$ cat src/rtl/load_store_buffer.sv
// rtl/load_store_buffer.sv - ROB-ordered load/store buffer with byte-serial memory port
//
// Purpose: holds one slot per ROB id (op from dispatch, address/store data
// from the reservation station). It executes a memory op only when its ROB id
// is the ROB head, moves it over the byte-serial RAM port, and broadcasts the
// result on the LS CDB.
//
// Ports:
//   clk_in, rst_in, rdy_in      clock, async active-high reset, global stall
//   _clear                      mispredict flush
//   _disp_*                     op dispatch (id, {is_store, funct3})
//   _lsb_*                      RS pop: id, store data, effective address
//   _rob_head_valid/_rob_head_id  current ROB head
//   mem_din/mem_dout/mem_a/mem_wr byte RAM port (read data one cycle after address)
//   _cdb_ls_ready/_rob_id/_value  one-cycle completion broadcast
module load_store_buffer #(
    parameter int ROB_BITS = 5
) (
    input  logic                clk_in,
    input  logic                rst_in,
    input  logic                rdy_in,
    input  logic                _clear,
    input  logic                _disp_ready,
    input  logic [ROB_BITS-1:0] _disp_rob_id,
    input  logic [3:0]          _disp_op,
    input  logic                _lsb_rs_ready,
    input  logic [ROB_BITS-1:0] _lsb_rob_id,
    input  logic [31:0]         _lsb_st_value,
    input  logic [31:0]         _lsb_ptr_value,
    input  logic                _rob_head_valid,
    input  logic [ROB_BITS-1:0] _rob_head_id,
    input  logic [7:0]          mem_din,
    output logic [7:0]          mem_dout,
    output logic [31:0]         mem_a,
    output logic                mem_wr,
    output logic                _cdb_ls_ready,
    output logic [ROB_BITS-1:0] _cdb_ls_rob_id,
    output logic [31:0]         _cdb_ls_value
);

    localparam int SLOTS = 1 << ROB_BITS;

    typedef enum logic [2:0] {S_IDLE, S_LOAD, S_LOAD_TAIL, S_STORE, S_BCAST} state_t;

    state_t              state_q, state_d;
    logic [2:0]          k_q, k_d;
    logic [3:0]          op_q, op_d;
    logic [31:0]         addr_q, addr_d;
    logic [31:0]         sv_q, sv_d;
    logic [ROB_BITS-1:0] id_q, id_d;
    logic [31:0]         data_q, data_d;
    logic                st_abort_q, st_abort_d;

    logic [SLOTS-1:0]    valid_q, valid_d;
    logic [SLOTS-1:0]    ready_q, ready_d;
    logic [3:0]          sop_q   [SLOTS];
    logic [3:0]          sop_d   [SLOTS];
    logic [31:0]         saddr_q [SLOTS];
    logic [31:0]         saddr_d [SLOTS];
    logic [31:0]         ssv_q   [SLOTS];
    logic [31:0]         ssv_d   [SLOTS];

    logic [2:0]          n_bytes;
    logic                last_byte;
    logic                head_go;
    logic [1:0]          cap_sel;
    logic [31:0]         captured;

    function automatic logic [2:0] size_of(input logic [2:0] f3);
        case (f3[1:0])
            2'd0:    size_of = 3'd1;
            2'd1:    size_of = 3'd2;
            default: size_of = 3'd4;
        endcase
    endfunction

    function automatic logic [31:0] extend(input logic [2:0] f3, input logic [31:0] raw);
        case (f3)
            3'd0:    extend = {{24{raw[7]}}, raw[7:0]};
            3'd1:    extend = {{16{raw[15]}}, raw[15:0]};
            3'd4:    extend = {24'b0, raw[7:0]};
            3'd5:    extend = {16'b0, raw[15:0]};
            default: extend = raw;
        endcase
    endfunction

    always_comb begin
        state_d    = state_q;
        k_d        = k_q;
        op_d       = op_q;
        addr_d     = addr_q;
        sv_d       = sv_q;
        id_d       = id_q;
        data_d     = data_q;
        st_abort_d = st_abort_q;
        valid_d    = valid_q;
        ready_d    = ready_q;
        sop_d      = sop_q;
        saddr_d    = saddr_q;
        ssv_d      = ssv_q;

        n_bytes   = size_of(op_q[2:0]);
        last_byte = (k_q == n_bytes - 3'd1);
        head_go   = _rob_head_valid && valid_q[_rob_head_id] && ready_q[_rob_head_id];
        // mem_din in this cycle belongs to the address driven last cycle (k-1).
        cap_sel   = k_q[1:0] - 2'd1;
        captured  = data_q;
        captured[{cap_sel, 3'b000} +: 8] = mem_din;

        if (rdy_in) begin
            if (_clear) begin
                valid_d = '0;
            end else begin
                if (state_q == S_BCAST) valid_d[id_q] = 1'b0;
                if (_lsb_rs_ready) begin
                    ready_d[_lsb_rob_id] = 1'b1;
                    saddr_d[_lsb_rob_id] = _lsb_ptr_value;
                    ssv_d[_lsb_rob_id]   = _lsb_st_value;
                end
                // Applied last so a dispatch to the same slot wins.
                if (_disp_ready) begin
                    valid_d[_disp_rob_id] = 1'b1;
                    ready_d[_disp_rob_id] = 1'b0;
                    sop_d[_disp_rob_id]   = _disp_op;
                end
            end

            case (state_q)
                S_IDLE: begin
                    if (!_clear && head_go) begin
                        op_d       = sop_q[_rob_head_id];
                        addr_d     = saddr_q[_rob_head_id];
                        sv_d       = ssv_q[_rob_head_id];
                        id_d       = _rob_head_id;
                        k_d        = 3'd0;
                        data_d     = '0;
                        st_abort_d = 1'b0;
                        state_d    = sop_q[_rob_head_id][3] ? S_STORE : S_LOAD;
                    end
                end
                S_LOAD: begin
                    if (_clear) begin
                        state_d = S_IDLE;
                        k_d     = 3'd0;
                    end else begin
                        if (k_q != 3'd0) data_d = captured;
                        k_d = k_q + 3'd1;
                        if (last_byte) state_d = S_LOAD_TAIL;
                    end
                end
                S_LOAD_TAIL: begin
                    k_d = 3'd0;
                    if (_clear) begin
                        state_d = S_IDLE;
                    end else begin
                        data_d  = extend(op_q[2:0], captured);
                        state_d = S_BCAST;
                    end
                end
                S_STORE: begin
                    // A flush never truncates a store; it only suppresses the broadcast.
                    if (_clear) st_abort_d = 1'b1;
                    k_d = k_q + 3'd1;
                    if (last_byte) begin
                        k_d     = 3'd0;
                        state_d = (st_abort_q || _clear) ? S_IDLE : S_BCAST;
                    end
                end
                S_BCAST: begin
                    state_d = S_IDLE;
                end
                default: begin
                    state_d = S_IDLE;
                    k_d     = 3'd0;
                end
            endcase
        end
    end

    always_ff @(posedge clk_in or posedge rst_in) begin
        if (rst_in) begin
            state_q    <= S_IDLE;
            k_q        <= 3'd0;
            op_q       <= '0;
            addr_q     <= '0;
            sv_q       <= '0;
            id_q       <= '0;
            data_q     <= '0;
            st_abort_q <= 1'b0;
            valid_q    <= '0;
            ready_q    <= '0;
        end else begin
            state_q    <= state_d;
            k_q        <= k_d;
            op_q       <= op_d;
            addr_q     <= addr_d;
            sv_q       <= sv_d;
            id_q       <= id_d;
            data_q     <= data_d;
            st_abort_q <= st_abort_d;
            valid_q    <= valid_d;
            ready_q    <= ready_d;
        end
    end

    // Slot payload is only meaningful while the slot is valid, so it needs no reset.
    always_ff @(posedge clk_in) begin
        sop_q   <= sop_d;
        saddr_q <= saddr_d;
        ssv_q   <= ssv_d;
    end

    always_comb begin
        mem_a          = '0;
        mem_dout       = '0;
        mem_wr         = 1'b0;
        _cdb_ls_ready  = 1'b0;
        _cdb_ls_rob_id = '0;
        _cdb_ls_value  = '0;
        case (state_q)
            // While stalled, keep re-reading the byte not yet captured so the
            // resume cycle sees its data on mem_din.
            S_LOAD:      mem_a = addr_q + 32'((rdy_in || k_q == 3'd0) ? k_q : k_q - 3'd1);
            S_LOAD_TAIL: mem_a = addr_q + 32'(k_q - 3'd1);
            S_STORE: begin
                mem_a    = addr_q + 32'(k_q);
                mem_dout = sv_q[{k_q[1:0], 3'b000} +: 8];
                mem_wr   = rdy_in;
            end
            S_BCAST: begin
                _cdb_ls_ready  = rdy_in && !_clear;
                _cdb_ls_rob_id = id_q;
                _cdb_ls_value  = data_q;
            end
            default: ;
        endcase
    end

endmodule

$ cat config.mk
export PLATFORM = sky130hd
export DESIGN_NAME = load_store_buffer
export DESIGN_NICKNAME = d
export VERILOG_FILES = /design/src/rtl/load_store_buffer.sv
export SDC_FILE = /design/constraint.sdc
export NUM_CORES = 2
export LEC_CHECK = 0
export BUFFER_PORTS_ARGS = -buffer_cell sky130_fd_sc_hd__buf_2
export CELL_PAD_IN_SITES_DETAIL_PLACEMENT = 1
export CELL_PAD_IN_SITES_GLOBAL_PLACEMENT = 1
export CORE_ASPECT_RATIO = 0.7
export CORE_MARGIN = 2
export CORE_UTILIZATION = 50
export CTS_BUF_LIST = sky130_fd_sc_hd__clkbuf_2 sky130_fd_sc_hd__clkbuf_4 sky130_fd_sc_hd__clkbuf_8
export CTS_CLUSTER_DIAMETER = 200
export DETAILED_ROUTE_END_ITERATION = 10
export PLACE_DENSITY_LB_ADDON = 0.1
export SETUP_SLACK_MARGIN = 0.3
export SKIP_LAST_GASP = 1
export SLEW_MARGIN = 20
export SYNTH_ARGS = -nofsm -noshare
export SYNTH_HDL_FRONTEND = slang
export SYNTH_SLANG_ARGS = --single-unit
$ cat constraint.sdc
create_clock -name clk_in -period 10.81 [get_ports clk_in]
set_input_delay 0.5405 -clock clk_in [delete_from_list [all_inputs] [get_ports clk_in]]
set_output_delay 0.5405 -clock clk_in [all_outputs]
set_load 0.01 [all_outputs]
Word level (Yosys, flattened, before mapping)
Cells that the tools add are included.
- add/sub/neg operators: 8
- $lt $le $gt $ge: 12
- equal/unequal tests: 16
- shift operators: 3
- mux-type cells: 65
- bitwise operators: 11
- reductions and logical operators: 27
- operators by type and width (cell ; number):
    bitwise mux 1024 bit ; 2
    2-to-1 mux 32 bit ; 20
    binary-select mux 32 bit (select 5 bit) ; 2
    case mux 32 bit (3 select lines) ; 2
    demux 32 bit (select 5 bit) ; 1
    bitwise mux 128 bit ; 1
    case mux 32 bit (4 select lines) ; 1
    adder 32 bit ; 2
    bitwise AND 32 bit ; 2
    inverter 32 bit ; 2
    bitwise OR 32 bit ; 2
    adder 32 x 3 -> 32 bit ; 1
    bitwise mux 32 bit ; 1
    variable shift 8 x 7 -> 32 bit (first input constant) ; 1
    variable part select 32 x 6 -> 8 bit ; 1
    variable part select 8 x 7 -> 32 bit ; 1
    2-to-1 mux 3 bit ; 9
    < comparator 5 x 6 -> 1 bit (second input constant) ; 4
    case mux 3 bit (4 select lines) ; 2
    binary-select mux 4 bit (select 5 bit) ; 1
    demux 4 bit (select 5 bit) ; 1
    >= comparator 6 bit (second input constant) ; 3
    inverter 5 -> 6 bit ; 3
    demux 1 bit (select 5 bit) ; 3
    other kinds (34) ; 74
- register bits after elaboration: 2351
- output and inout port bits: 79
- logic and storage cells: 248

Longest topological paths before layout
- word-level depth: 12
- mapped depth: 18
- gate-level depth less buffers: 16

Worst setup path before layout
Ideal clock, no wire load.
- kind: flip-flop to output port
- from: register k_q[0]
- to: output mem_a[29]
- arrival: 6.696 ns
- data required time: 10.269 ns
- slack: 3.573 ns
- cell stages (with the launch flop): 19
- buffers on the path: 3
- path through: dfrtp_1 -> buf_2 -> buf_2 -> inv_1 -> ha_1 -> nor2b_1 -> nor2_1 -> o21ai_1 -> nor4_1 -> ha_1 -> clkbuf_1 -> a21oi_1 -> o21ai_0 -> a21oi_1 -> o32a_1 -> a21oi_1 -> o31a_1 -> o21ai_0 -> nor3b_1
- cells in the longest elaborated chain, start to end: 5
- elaborated cells between the ends (all ways): 8
- classes of those cells: add/sub (4); mux (2); reduce/logical (2)
- ends and longest elaborated chain (element ; RTL line ; source):
    start, declared ; 46 ; logic [2:0] k_q, k_d;
    start signal, assigned ; 194 ; k_q <= k_d;
    branches (longest 4 deep; another with adder 32 bit) ; n/a ;
    case mux 32 bit (3 select lines) (*) ; 220 ; case (state_q)
    end, declared ; 34 ; output logic [31:0] mem_a,
Every way passes the cells marked *.

Worst setup path after layout
- from: register k_q[1]
- to: output mem_a[29]
Same word-level chain as after synthesis.

==> flow_metrics.env <==
export IMPL_status="completed"
export IMPL_syn_instance_count=4268
export IMPL_antenna_found_initial=21
export IMPL_syn_area_per_cell_um2=21.7
export IMPL_fin_crit_sh=0.597
export IMPL_p_comb_frac=0.082
export IMPL_path_cells="inv_1, ha_1, nor2b_1, nor2_1, o21ai_1, o21ai_0, ha_1, a21o_1, nand4_1, a31oi_1, o21ai_0, a21oi_1, o31a_1, o21ai_0, nor3b_1, buf_2"
export IMPL_path_class="flip-flop to primary output"
export IMPL_place_congestion=0.797
export IMPL_worstMarginPinSlew_ns=1.14
export IMPL_cts_buffers=367
export IMPL_syn_area_um2=92500
export IMPL_r2r_start="k_q[1]"
export IMPL_insertion_delay_ns=1.06
export IMPL_synth_async_reset_ratio=0.0744
export IMPL_fp_dieW_um=518
export IMPL_cts_root_buf="clkbuf_8"
export IMPL_drive_gt1_frac=0.318
export IMPL_cp_common_cell="o21ai_0"
export IMPL_syn_num_nets=4413
export IMPL_hp_start="_disp_rob_id[4]"
export IMPL_wirelength_um=249000
export IMPL_cts_resized=0
export IMPL_internal_power_mw=14.5
export IMPL_synth_seq_cells=2351
export IMPL_io_buffers=176
export IMPL_synth_edf_count=2176
export IMPL_io_pins=177
export IMPL_synth_yosys_seq_area_share=0.754
export IMPL_arrival_ns=5.91
export IMPL_power_density_nw_per_um2=182
export IMPL_hpwlAfterDp_um=134000
export IMPL_min_period_ns=6.45
export IMPL_clockBufferDepth=4
export IMPL_drc=0
export IMPL_synth_top_area_share=0.706
export IMPL_clock_sinks=2351
export IMPL_power_mw=19.0
export IMPL_ant_nets=0
export IMPL_place_inst=6806
export IMPL_place_ws_ns=5.03
export IMPL_firstDrtPassIters=5
export IMPL_clock_fmax_mhz=155
export IMPL_fin_ws_ns=4.36
export IMPL_track_usage=0.267
export IMPL_slowest_stage="dfrtp_1"
export IMPL_first_global_vias=48434
export IMPL_grt_overflow=0
export IMPL_pwr_share_clk=0.380
export IMPL_syn2layout_area_growth_pct=12.8
export IMPL_end_kind="primary output"
export IMPL_slew_headroom=0.238
export IMPL_synthFlopType="edfxtp_1"
export IMPL_worstPathRequired_ns=10.27
export IMPL_cp_max_fo=16
export IMPL_start_kind="flip-flop"
export IMPL_wire_per_inst_um=32.9
export IMPL_finalNonFillerCells=7549
export IMPL_vias_per_cell=6.14
export IMPL_row_count=132
export IMPL_path_clk_slew_ns=0.07
export IMPL_switching_power_mw=4.53
export IMPL_die_y_um=364
export IMPL_grt_pass1_wl_um=358000
export IMPL_netSwitchingFraction=0.238
export IMPL_ys_warn_count=0
export IMPL_drv_slew=0
export IMPL_power_frac_seq=0.538
export IMPL_finalClockSkew_ns=0.0567
export IMPL_dieArea_um2=189000
export IMPL_synth_cell_types=68
export IMPL_ir_worst_vdd_v=0.000139
export IMPL_layout_nets=4925
export IMPL_h_tree_depth=5
export IMPL_yosysTopAreaCell="edfxtp_1"
export IMPL_crit_path_max_incr_delay_ns=1.03
export IMPL_cts_setup_buffers=0
export IMPL_rsz0062_at_grt="no"
export IMPL_max_cap_violations=0
export IMPL_hold_violations=0
export IMPL_cp_startpoint="k_q[1]"
export IMPL_cts_tree="yes"
export IMPL_route_vias_total=46365
export IMPL_grt_max_degree=117
export IMPL_core_area_um2=184000
export IMPL_hold_class="input port to flip-flop"
export IMPL_setup_tns_ns=0
export IMPL_setup_viol=0
export IMPL_initial_utilization=0.502
export IMPL_yosys_top_cells_area="edfxtp_1 71%, mux4_2 17%, dfrtp_1 4.7%"
export IMPL_leakagePower_nw=34.6
export IMPL_first_iter_violations=4925
-- area by class of cell --
type / instances / area (um^2)
multi-input cells: 1678 / 21900
diodes: 12 / 30.0
clock inverters: 131 / 623
clock buffers: 516 / 6290
inverters: 19 / 78.8
fillers: 15803 / 79900
flip-flops and latches: 2351 / 69700
repair buffers: 363 / 2630
well taps: 2479 / 3100
-- routing by layer --
metal | up-vias | part of all wire | global-route usage
li1 | 18894 | - | -
met1 | 25219 | 0.44 | 0.402
met2 | 1871 | 0.46 | 0.400
met3 | 369 | 0.078 | 0.0552
met4 | 12 | 0.022 | 0.0726
met5 | - | 0.00028 | 0
-- timing repair --
item / in CTS / in global routing
hold buffers: 81 / 0
endpoints found under the hold margin: 2246 / 0
setup endpoints to repair: 0 / 0
-- worst paths after layout --
check                         endpoint  slack (ns)  cells after the start
max                          mem_a[29]        4.36                     16
min                        valid_q[18]        0.11                      4
max reg2reg                 data_q[26]        6.94                      9
min reg2reg                 valid_q[6]        0.48                      2
max in group asynchronous  ready_q[29]        8.67                      5
min in group asynchronous   addr_q[17]        0.12                      3
-- cells in the mapped netlist, types with 8 or more instances --
master,number
a21o_1,39
inv_1,19
nor2_1,217
and3_1,47
o2bb2ai_2,9
nand2_1,146
nand3b_1,11
o21ai_1,70
mux4_2,694
dfrtp_1,175
mux2i_1,70
clkbuf_1,103
nand3_1,25
edfxtp_1,2176
buf_1,35
o21ai_0,61
buf_6,19
xnor2_1,19
a21oi_1,62
buf_2,59
o2bb2ai_1,13
xor2_1,11
a22o_1,9
nand2b_1,8
ha_1,46
nor2b_1,9
-- cells in the final DEF (no fill, tap or decap), types with 12 or more instances in the layout --
cell	instances
a21o_1	39
a21oi_1	62
and3_1	47
buf_2	171
buf_4	99
clkbuf_4	129
clkbuf_8	388
clkinv_1	87
clkinv_2	33
dfrtp_1	175
diode_2	12
dlygate4sd3_1	81
edfxtp_1	2176
ha_1	46
inv_1	18
mux2i_1	70
mux4_2	694
nand2_1	146
nand3_1	25
nor2_1	182
nor2_4	32
o21ai_0	61
o21ai_1	70
o2bb2ai_1	13
xnor2_1	19
-- power by group through the flow --
stage          registers, mW  clock network (mW)  logic (mW)
6_report                10.2                7.23        1.56
4_1_cts                 10.2                7.38        1.57
3_5_place_dp            10.4                   0        1.54
5_1_grt                 10.2                7.75        1.71
2_1_floorplan           10.3                   0        1.03
3_3_place_gp            10.4                   0        1.52
-- per-stage QoR --
stage           util  hold WS (ns)  instance area (um^2)
6_report       0.566         0.112                104000
5_1_grt        0.566         0.101                104000
4_1_cts        0.566        0.0199                104000
3_5_place_dp   0.524         0.468                 96600
3_3_place_gp   0.524         0.459                 96600
2_1_floorplan      -         0.446                 92500
-- cell families (layout without fill, tap and decap cells) --
kind of cell / count (synthesis) / count (layout) / share of synthesized area
other cells: 0 / 12 / 0
compound gates: 316 / 316 / 0.0221
fa+ha+maj: 47 / 47 / 0.00644
buf+inv: 239 / 1029 / 0.0123
flops: 2351 / 2351 / 0.754
simple gates: 515 / 515 / 0.0252
mux: 770 / 770 / 0.177
xor+xnor: 30 / 30 / 0.00284
-- worst max-delay path, delay by kind of cell (launching register included) --
family,cells,cell delay (ns)
flip-flops,1,1.03
AO/OA/AOI/OAI,8,2.22
buffers and inverters,2,0.41
AND/OR/NAND/NOR,4,0.55
adder cells (fa/ha/maj),2,0.68
-- flip-flops by register name, indices dropped and copies added (netlist names) --
| register | flops |
|---|---|
| sop_q | 128 |
| ssv_q | 1024 |
| ready_q | 32 |
| valid_q | 32 |
| st_abort_q | 1 |
| state_q | 3 |
| saddr_q | 1024 |
| data_q | 32 |
| op_q | 3 |
| id_q | 5 |
| sv_q | 32 |
| addr_q | 32 |
| k_q | 3 |
Note: power is estimated with default switching activity, not from simulation.
